## config.mk

```make
export PLATFORM = sky130hd
export DESIGN_NAME = shift_register
export DESIGN_NICKNAME = d
export VERILOG_FILES = /design/src/rtl/shift_register_pkg.sv /design/src/rtl/shift_register_shift_unit.sv /design/src/rtl/shift_register.sv
export SDC_FILE = /design/constraint.sdc
export NUM_CORES = 1
export LEC_CHECK = 0
export ABC_AREA = 1
export ABC_CLOCK_PERIOD_IN_PS = 1900
export CAP_MARGIN = 10
export CELL_PAD_IN_SITES_DETAIL_PLACEMENT = 0
export CELL_PAD_IN_SITES_GLOBAL_PLACEMENT = 2
export CORE_MARGIN = 2
export CORE_UTILIZATION = 26
export DETAILED_ROUTE_END_ITERATION = 12
export PLACE_DENSITY_LB_ADDON = 0.15
export REMOVE_ABC_BUFFERS = 1
export SLEW_MARGIN = 20
export SYNTH_ARGS = -nofsm -noshare
export SYNTH_HDL_FRONTEND = slang
export SYNTH_SLANG_ARGS = --single-unit
export TNS_END_PERCENT = 20
```

## constraint.sdc

```tcl
create_clock -name clk -period 1.9 [get_ports clk]
set_input_delay 0.19 -clock clk [delete_from_list [all_inputs] [get_ports clk]]
set_output_delay 0.19 -clock clk [all_outputs]
set_load 0.005 [all_outputs]
```

## src/rtl/shift_register_pkg.sv

```systemverilog
// Shared types and helpers for the shift_register datapath.
// Optional feature macro: ROTATE_EN (enables ROL/ROR modes).
package shift_register_pkg;

  typedef enum logic [2:0] {
    HOLD = 3'd0,
    LOAD = 3'd1,
    SHL  = 3'd2,
    SHR  = 3'd3,
    SRA  = 3'd4,
    ROL  = 3'd5,
    ROR  = 3'd6,
    RSVD = 3'd7
  } mode_t;

  typedef enum logic {
    IDLE  = 1'b0,
    SHIFT = 1'b1
  } state_t;

  // True for modes that move bits and therefore may drive a burst.
  function automatic logic is_shift_mode(input mode_t m);
    logic r;
    case (m)
      SHL, SHR, SRA: r = 1'b1;
`ifdef ROTATE_EN
      ROL, ROR:      r = 1'b1;
`else
      ROL, ROR:      r = 1'b0;
`endif
      default:       r = 1'b0;
    endcase
    return r;
  endfunction

endpackage

```

## src/rtl/shift_register_shift_unit.sv

```systemverilog
// Combinational one-step shifter shared by the single-shift and burst paths.
// Optional feature macro: ROTATE_EN (ROL/ROR; otherwise they pass the value through).
module shift_unit
  import shift_register_pkg::*;
#(
  parameter int WIDTH = 16
) (
  input  logic [WIDTH-1:0] i_value,
  input  mode_t            i_mode,
  input  logic             i_ser_in,
  output logic [WIDTH-1:0] o_value,
  output logic             o_ser_out
);

  // Next value and the bit that leaves the register for the selected mode.
  always_comb begin
    o_value   = i_value;
    o_ser_out = 1'b0;
    case (i_mode)
      SHL: begin
        o_value   = {i_value[WIDTH-2:0], i_ser_in};
        o_ser_out = i_value[WIDTH-1];
      end
      SHR: begin
        o_value   = {i_ser_in, i_value[WIDTH-1:1]};
        o_ser_out = i_value[0];
      end
      SRA: begin
        o_value   = {i_value[WIDTH-1], i_value[WIDTH-1:1]};
        o_ser_out = i_value[0];
      end
`ifdef ROTATE_EN
      ROL: begin
        o_value   = {i_value[WIDTH-2:0], i_value[WIDTH-1]};
        o_ser_out = i_value[WIDTH-1];
      end
      ROR: begin
        o_value   = {i_value[0], i_value[WIDTH-1:1]};
        o_ser_out = i_value[0];
      end
`endif
      default: begin
        o_value   = i_value;
        o_ser_out = 1'b0;
      end
    endcase
  end

endmodule

```

## src/rtl/shift_register.sv

```systemverilog
// Multi-mode shift/load register with an autonomous N-shift burst engine.
// Optional feature macro: ROTATE_EN (ROL/ROR modes, also valid as burst modes).
module shift_register
  import shift_register_pkg::*;
#(
  parameter int WIDTH = 16,
  parameter int CNT_W = $clog2(WIDTH + 1)
) (
  input  logic             clk,
  input  logic             rst,
  input  logic             clk_ena,
  input  logic             sclr_n,
  input  logic [2:0]       mode,
  input  logic [WIDTH-1:0] datain,
  input  logic             ser_in,
  input  logic             start,
  input  logic [CNT_W-1:0] burst_len,
  output logic [WIDTH-1:0] reg_out,
  output logic             ser_out,
  output logic             busy,
  output logic             done
);

  mode_t            w_mode_in;
  mode_t            w_shift_mode;
  logic [WIDTH-1:0] w_next;
  logic             w_ser_bit;

  state_t           r_state;
  mode_t            r_mode;
  logic [CNT_W-1:0] r_count;
  logic [WIDTH-1:0] r_reg;
  logic             r_ser_out;
  logic             r_busy;
  logic             r_done;

  assign w_mode_in    = mode_t'(mode);
  // While bursting, the latched mode drives the shifter; external mode is ignored.
  assign w_shift_mode = (r_state == SHIFT) ? r_mode : w_mode_in;

  shift_unit #(.WIDTH(WIDTH)) u_shift_unit (
    .i_value   (r_reg),
    .i_mode    (w_shift_mode),
    .i_ser_in  (ser_in),
    .o_value   (w_next),
    .o_ser_out (w_ser_bit)
  );

  // Burst FSM, counter and data register; priority rst > clk_ena > sclr_n > burst > mode.
  always_ff @(posedge clk or posedge rst) begin
    if (rst) begin
      r_state   <= IDLE;
      r_mode    <= HOLD;
      r_count   <= '0;
      r_reg     <= '0;
      r_ser_out <= 1'b0;
      r_busy    <= 1'b0;
      r_done    <= 1'b0;
    end else if (clk_ena) begin
      r_done <= 1'b0;
      if (!sclr_n) begin
        r_state   <= IDLE;
        r_count   <= '0;
        r_reg     <= '0;
        r_ser_out <= 1'b0;
        r_busy    <= 1'b0;
      end else begin
        case (r_state)
          IDLE: begin
            if (start) begin
              // The start cycle belongs to the burst: the register is untouched.
              if ((burst_len != '0) && is_shift_mode(w_mode_in)) begin
                r_mode  <= w_mode_in;
                r_count <= burst_len;
                r_busy  <= 1'b1;
                r_state <= SHIFT;
              end else begin
                r_done <= 1'b1;
              end
            end else if (w_mode_in == LOAD) begin
              r_reg <= datain;
            end else if (is_shift_mode(w_mode_in)) begin
              r_reg     <= w_next;
              r_ser_out <= w_ser_bit;
            end
          end
          SHIFT: begin
            r_reg     <= w_next;
            r_ser_out <= w_ser_bit;
            r_count   <= r_count - CNT_W'(1);
            if (r_count == CNT_W'(1)) begin
              r_state <= IDLE;
              r_busy  <= 1'b0;
              r_done  <= 1'b1;
            end
          end
          default: r_state <= IDLE;
        endcase
      end
    end
  end

  assign reg_out = r_reg;
  assign ser_out = r_ser_out;
  assign busy    = r_busy;
  assign done    = r_done;

endmodule

```

After elaboration in Yosys (flattened, before gate mapping)
Cells that the tools add are included.
Storage, ports and cells
  flip-flop bits (word level): 28
  word-level logic and storage cells: 75
Operators by class
  $add $sub $neg: 1
  equal/unequal tests: 15
  multiplexer cells: 42
  bitwise logic cells: 1
  reductions and logical operators: 9
Operators with widths (count)
  two-way mux 16 bit: 4
  case mux 16 bit (3 select lines): 1
  case mux 16 bit (2 select lines): 1
  two-way mux 1 bit: 26
  two-way mux 5 bit: 3
  != test 3 bit, second input constant: 5
  equality test 3 x 2 -> 1 bit, second input constant: 4
  case mux 1 bit (2 select lines): 5
  case mux 5 bit (2 select lines): 1
  AND reduction 4 bit: 2
  equality test 3 bit, second input constant: 2
  AND reduction 3 bit: 2
  equality test 5 x 1 -> 1 bit, second input constant: 1
  AND reduction 5 bit: 1
  nonzero test 5 bit: 1
  subtractor 5 x 1 -> 5 bit, second input constant: 1
  != test 4 bit, second input constant: 1
  equality test 3 x 1 -> 1 bit, second input constant: 1
  two-way mux 3 bit: 1
  != test 3 x 2 -> 1 bit, second input constant: 1
  OR reduction 3 bit: 1
  OR reduction 2 bit: 1
  logical AND 1 bit: 1
  inverter 1 bit: 1

Longest topological paths before layout
Gate-level depths: netlist of the first run.
  word-level depth: 13
  gate-level depth with buffers: 12
  depth with buffers taken out: 10

Modules after synthesis
Synthesis of the first run repeated with hierarchy kept, for this count alone.
Second synthesis, totals
  cells, all modules: 316
  area, all modules: 2134.5 um2
By module, submodules not included
  shift_register: times used 1, cells each 238, area each 1740.4 um2, seq. area each 700.7 um2
  shift_unit: times used 1, cells each 78, area each 394.1 um2, seq. area each 0.0 um2

Least setup slack after synthesis of the first run
Ideal clock, no wire load.
  path kind: reg-to-reg
  start point: register r_state
  end point: register r_reg[0], in the netlist reg_out[0]
  arrival: 1.290 ns
  required time: 1.781 ns
  path slack: 0.490 ns
  stages on the path, launching flop included: 11
  buffers on the path: 2
  period minus slack after synthesis: 1.410 ns
  path through: dfrtp_1 > buf_6 > inv_6 > nand2_2 > nand2_2 > nand3_2 > buf_2 > nand3_1 > nand2_1 > o21ai_2 > nand2_1
Between the ends
  longest elaborated chain between the ends: 8
  elaborated cells on any way between the ends: 14
RTL lines
  from (decl): line shift_register.sv:29  | state_t r_state;
  from (signal assigned): line shift_register.sv:52  | r_state <= IDLE;
  from (signal assigned): line shift_register.sv:62  | r_state <= IDLE;
  from (signal assigned): line shift_register.sv:76  | r_state <= SHIFT;
  two-way mux 3 bit: line shift_register.sv:39  | assign w_shift_mode = (r_state == SHIFT) ? r_mode : w_mode_in;
  equality test 3 bit / equality test 3 x 2 -> 1 bit (equally long branches): line shift_register_shift_unit.sv:19  | case (i_mode)
  case mux 16 bit (3 select lines): line shift_register_shift_unit.sv:19
  two-way mux 16 bit: line shift_register.sv:82  | end else if (is_shift_mode(w_mode_in)) begin
  two-way mux 16 bit: line shift_register.sv:80  | end else if (w_mode_in == LOAD) begin
  two-way mux 16 bit: line shift_register.sv:70  | if (start) begin
  case mux 16 bit (2 select lines): line shift_register.sv:68  | case (r_state)
  two-way mux 16 bit: line shift_register.sv:61  | if (!sclr_n) begin
  to (signal assigned): line shift_register.sv:81  | r_reg <= datain;
  to (signal assigned): line shift_register.sv:83  | r_reg <= w_next;
  to (signal assigned): line shift_register.sv:88  | r_reg <= w_next;
  to (decl): line shift_register.sv:32  | logic [WIDTH-1:0] r_reg;
Parallel ways exist; a longest one is shown, timed or not. The select of a mux whose other input is x is not followed.
A chain may end at the register's enable or synchronous reset.

Worst setup path after layout of the first run
  start point: register r_state
  end point: register r_ser_out, in the netlist ser_out
Between the ends
  longest elaborated chain between the ends: 9
  elaborated cells on any way between the ends: 16
RTL lines
  two-way mux 3 bit: line shift_register.sv:39
  equality test 3 x 2 -> 1 bit / equality test 3 bit (equally long branches): line shift_register_shift_unit.sv:19
  OR reduction 2 bit (no source line)
  case mux 1 bit (2 select lines): line shift_register_shift_unit.sv:19
  two-way mux 1 bit: line shift_register.sv:82
  two-way mux 1 bit: line shift_register.sv:80
  two-way mux 1 bit: line shift_register.sv:70
  case mux 1 bit (2 select lines): line shift_register.sv:68
  two-way mux 1 bit: line shift_register.sv:61
  to (signal assigned): line shift_register.sv:84  | r_ser_out <= w_ser_bit;
  to (signal assigned): line shift_register.sv:89  | r_ser_out <= w_ser_bit;
  to (decl): line shift_register.sv:33  | logic r_ser_out;
Parallel ways exist; a longest one is shown, timed or not. The select of a mux whose other input is x is not followed.

==> impl_metrics.tcl, run 1 <==
set metrics [dict create \
    hold_buffers 0 \
    clkSinkCount 28 \
    ant_nets 0 \
    synth_edf_count 0 \
    synthArstFlopShare 1.000 \
    rsz0062_at_grt "no" \
    final_cells 468 \
    drv_slew 0 \
    nNetsFinal 400 \
    hp-class "input pin to async pin" \
    antenna_found_initial 0 \
    post_cts_resized 0 \
    tritoncts "built" \
    route.detailed.drc 0 \
    synth_area_per_cell_um2 6.553 \
    dieArea_um2 8695 \
    place_inst 465 \
    crit_arrival_ns 1.85 \
    vdd_drop_max_v 0.0003534 \
    path_delay_family "simple AND/OR/NAND/NOR gates" \
    fin_crit_sh 0.8618 \
    critical_path.endpoint_type "flop" \
    path_buf_inv 2 \
    fp-row-count 32 \
    initial_core_util 0.2680 \
    place.gp.congestion 0.7949 \
    synth_area_um2 2071 \
    cpMaxStageDelayCell "dfrtp_1" \
    hold_viol 0 \
    grt_pass1_vias 2044 \
    die_h_um 93.25 \
    power_mw 2.821 \
    cap_violations 0 \
    p_per_area_nw_per_um2 1024 \
    clock_skew_ns 0.002632 \
    drive_gt1_frac 0.1066 \
    final_cell_mix "nand2_1, clkdlybuf4s50_1, nor2_1" \
    synth_cells 316 \
    cpMostUsedCell "nand2_1" \
    cts_setup_buffers 0 \
    ios 49 \
    drt_iter0_markers 108 \
    cts-htree-levels 1 \
    synth_cell_types 30 \
    critical_path_class "flop to flop" \
    area_growth_pct 33.05 \
    fin_crit_ns 1.637 \
    grt_max_degree 32 \
    die_w_um 93.25 \
    clk_pin_slew_worst_paths_ns 0.11 \
    via_per_inst 4.513 \
    port_buffers 48 \
    globalRoute.totalOverflow 0 \
    cts-root-buf "clkbuf_8" \
    cp_max_fo 17 \
    cp-start-kind "flop" \
    fmaxAchievable_mhz 610.7 \
    vias 2112 \
    layout.cells.most_common "nand2_1" \
    drt-total-wl_mm 6.192 \
    dr.pass1.iters 6 \
    numCtsBuffers 3 \
    relSlewSlack 0.7326 \
    routedWlPerCell_um 13.23 \
    max_stage_delay_ns 0.37 \
    ys_warn_count 0 \
    fin_tns_setup_ns 0 \
    worst_pin_slew_ns 0.4012 \
    leakage_nw 1.442 \
    dp_hpwl_mm 4.208 \
    clk_path_buf_depth 2 \
    status "complete, no violations" \
    grt_pass1_wl_mm 10.15 \
    ys_ff_latch 28 \
    setup_viol_count_final 0 \
    crit_chain "buf_4 -> inv_6 -> nand2_1 -> nand2_1 -> nand2_4 -> nor2_8 -> nand2_1 -> nand2_1 -> nand2_1 -> o21ai_0" \
    clkLatencyLatePin_ns 0.28 \
    num_antenna_cells 0 \
    crit_required_ns 2.11 \
    synth_ff_type "dfrtp_1" \
    coreArea_um2 7727 \
    track_usage 0.1463 \
    yosysSeqAreaShare 0.3384 \
]
registers in the layout (all words and copies together), names as in the netlist:
name and flops:
reg_out 16, r_count 5, r_mode 3, busy 1, done 1, r_state 1
ser_out 1
final timing paths:
kind | start | end | slack (ns) | cells after the start
max in group asynchronous | rst | reg_out[2] | 1.34 | 3
max reg2reg | r_state | ser_out | 0.26 | 10
min | rst | reg_out[7] | 0.27 | 3
min reg2reg | r_mode[2] | r_mode[2] | 0.50 | 1
max | r_state | ser_out | 0.26 | 10
min in group clk | r_mode[2] | r_mode[2] | 0.50 | 1
metrics by stage:
stage / setup WS [ns] / hold WS, ns / util / area (um2)
after floorplan: 0.2833 / 0.2554 / - / 1981
after global placement: 0.1328 / 0.4747 / 0.3512 / 2714
after detailed placement: 0.08254 / 0.4809 / 0.3512 / 2714
after CTS: 0.2407 / 0.2841 / 0.3565 / 2755
after global routing: 0.07061 / 0.3357 / 0.3565 / 2755
final: 0.2626 / 0.2743 / 0.3565 / 2755
cells by family (layout without fill, tap and decap cells):
logic type / count (synthesis) / after routing / synth area share
flip-flops: 28 / 28 / 0.3384
XOR/XNOR: 2 / 2 / 0.008461
AO/OA/AOI/OAI: 33 / 33 / 0.1015
buffers and inverters: 31 / 81 / 0.08338
adder cells (fa/ha/maj): 2 / 2 / 0.01208
AND/OR/NAND/NOR: 220 / 220 / 0.4562
worst register-to-register path, delay by kind of cell (launching register included):
family                 cells  cell delay [ns]
AOI/OAI and AO/OA          1             0.12
buffers and inverters      2             0.28
and+or+nand+nor            7             0.79
DFF                        1             0.37
area by class of cell:
type / count / area, um2
repair buffers: 58 / 605.6
well taps: 102 / 127.6
inverters: 20 / 82.58
fillers: 840 / 4972
clock buffers: 3 / 41.29
flip-flops and latches: 28 / 700.7
multi-input cells: 257 / 1197
cells in the mapped netlist (2+ instances only):
library cell,number,area (um2)
buf_4,2,15.01
o21ai_0,15,75.07
nand2_4,2,22.52
buf_6,5,56.30
ha_1,2,25.02
a21oi_1,3,15.01
a31oi_1,2,12.51
nand2_1,123,461.7
nand3_2,2,20.02
dfrtp_1,28,700.7
buf_2,3,15.01
nor2_1,45,168.9
nand3_1,37,185.2
nand2_2,7,43.79
inv_1,16,60.06
inv_2,2,7.510
o21ai_2,9,78.83
per-layer routing:
layer,GRT usage,routed length [um],vias up,share of wire
met2,0.2380,2885,47,0.47
met4,0.03309,37,0,0.0060
met3,0.01692,229,2,0.037
met5,0,0,-,0
li1,-,-,1110,-
met1,0.2076,3040,953,0.49
report_power, final:
| group | leakage, nW | internal, mW | switching [mW] |
|---|---|---|---|
| logic | 1.05 | 0.660 | 0.845 |
| clock network | 0.0216 | 0.143 | 0.213 |
| registers | 0.373 | 0.767 | 0.192 |
Power figures use the tool's default switching activity.
==> inputs of run 2 (changes only) <==
- TNS_END_PERCENT: 20 -> 5
==> results of run 2 <==
Same layout as run 1: the final DEF is identical, and so are final timing and power.
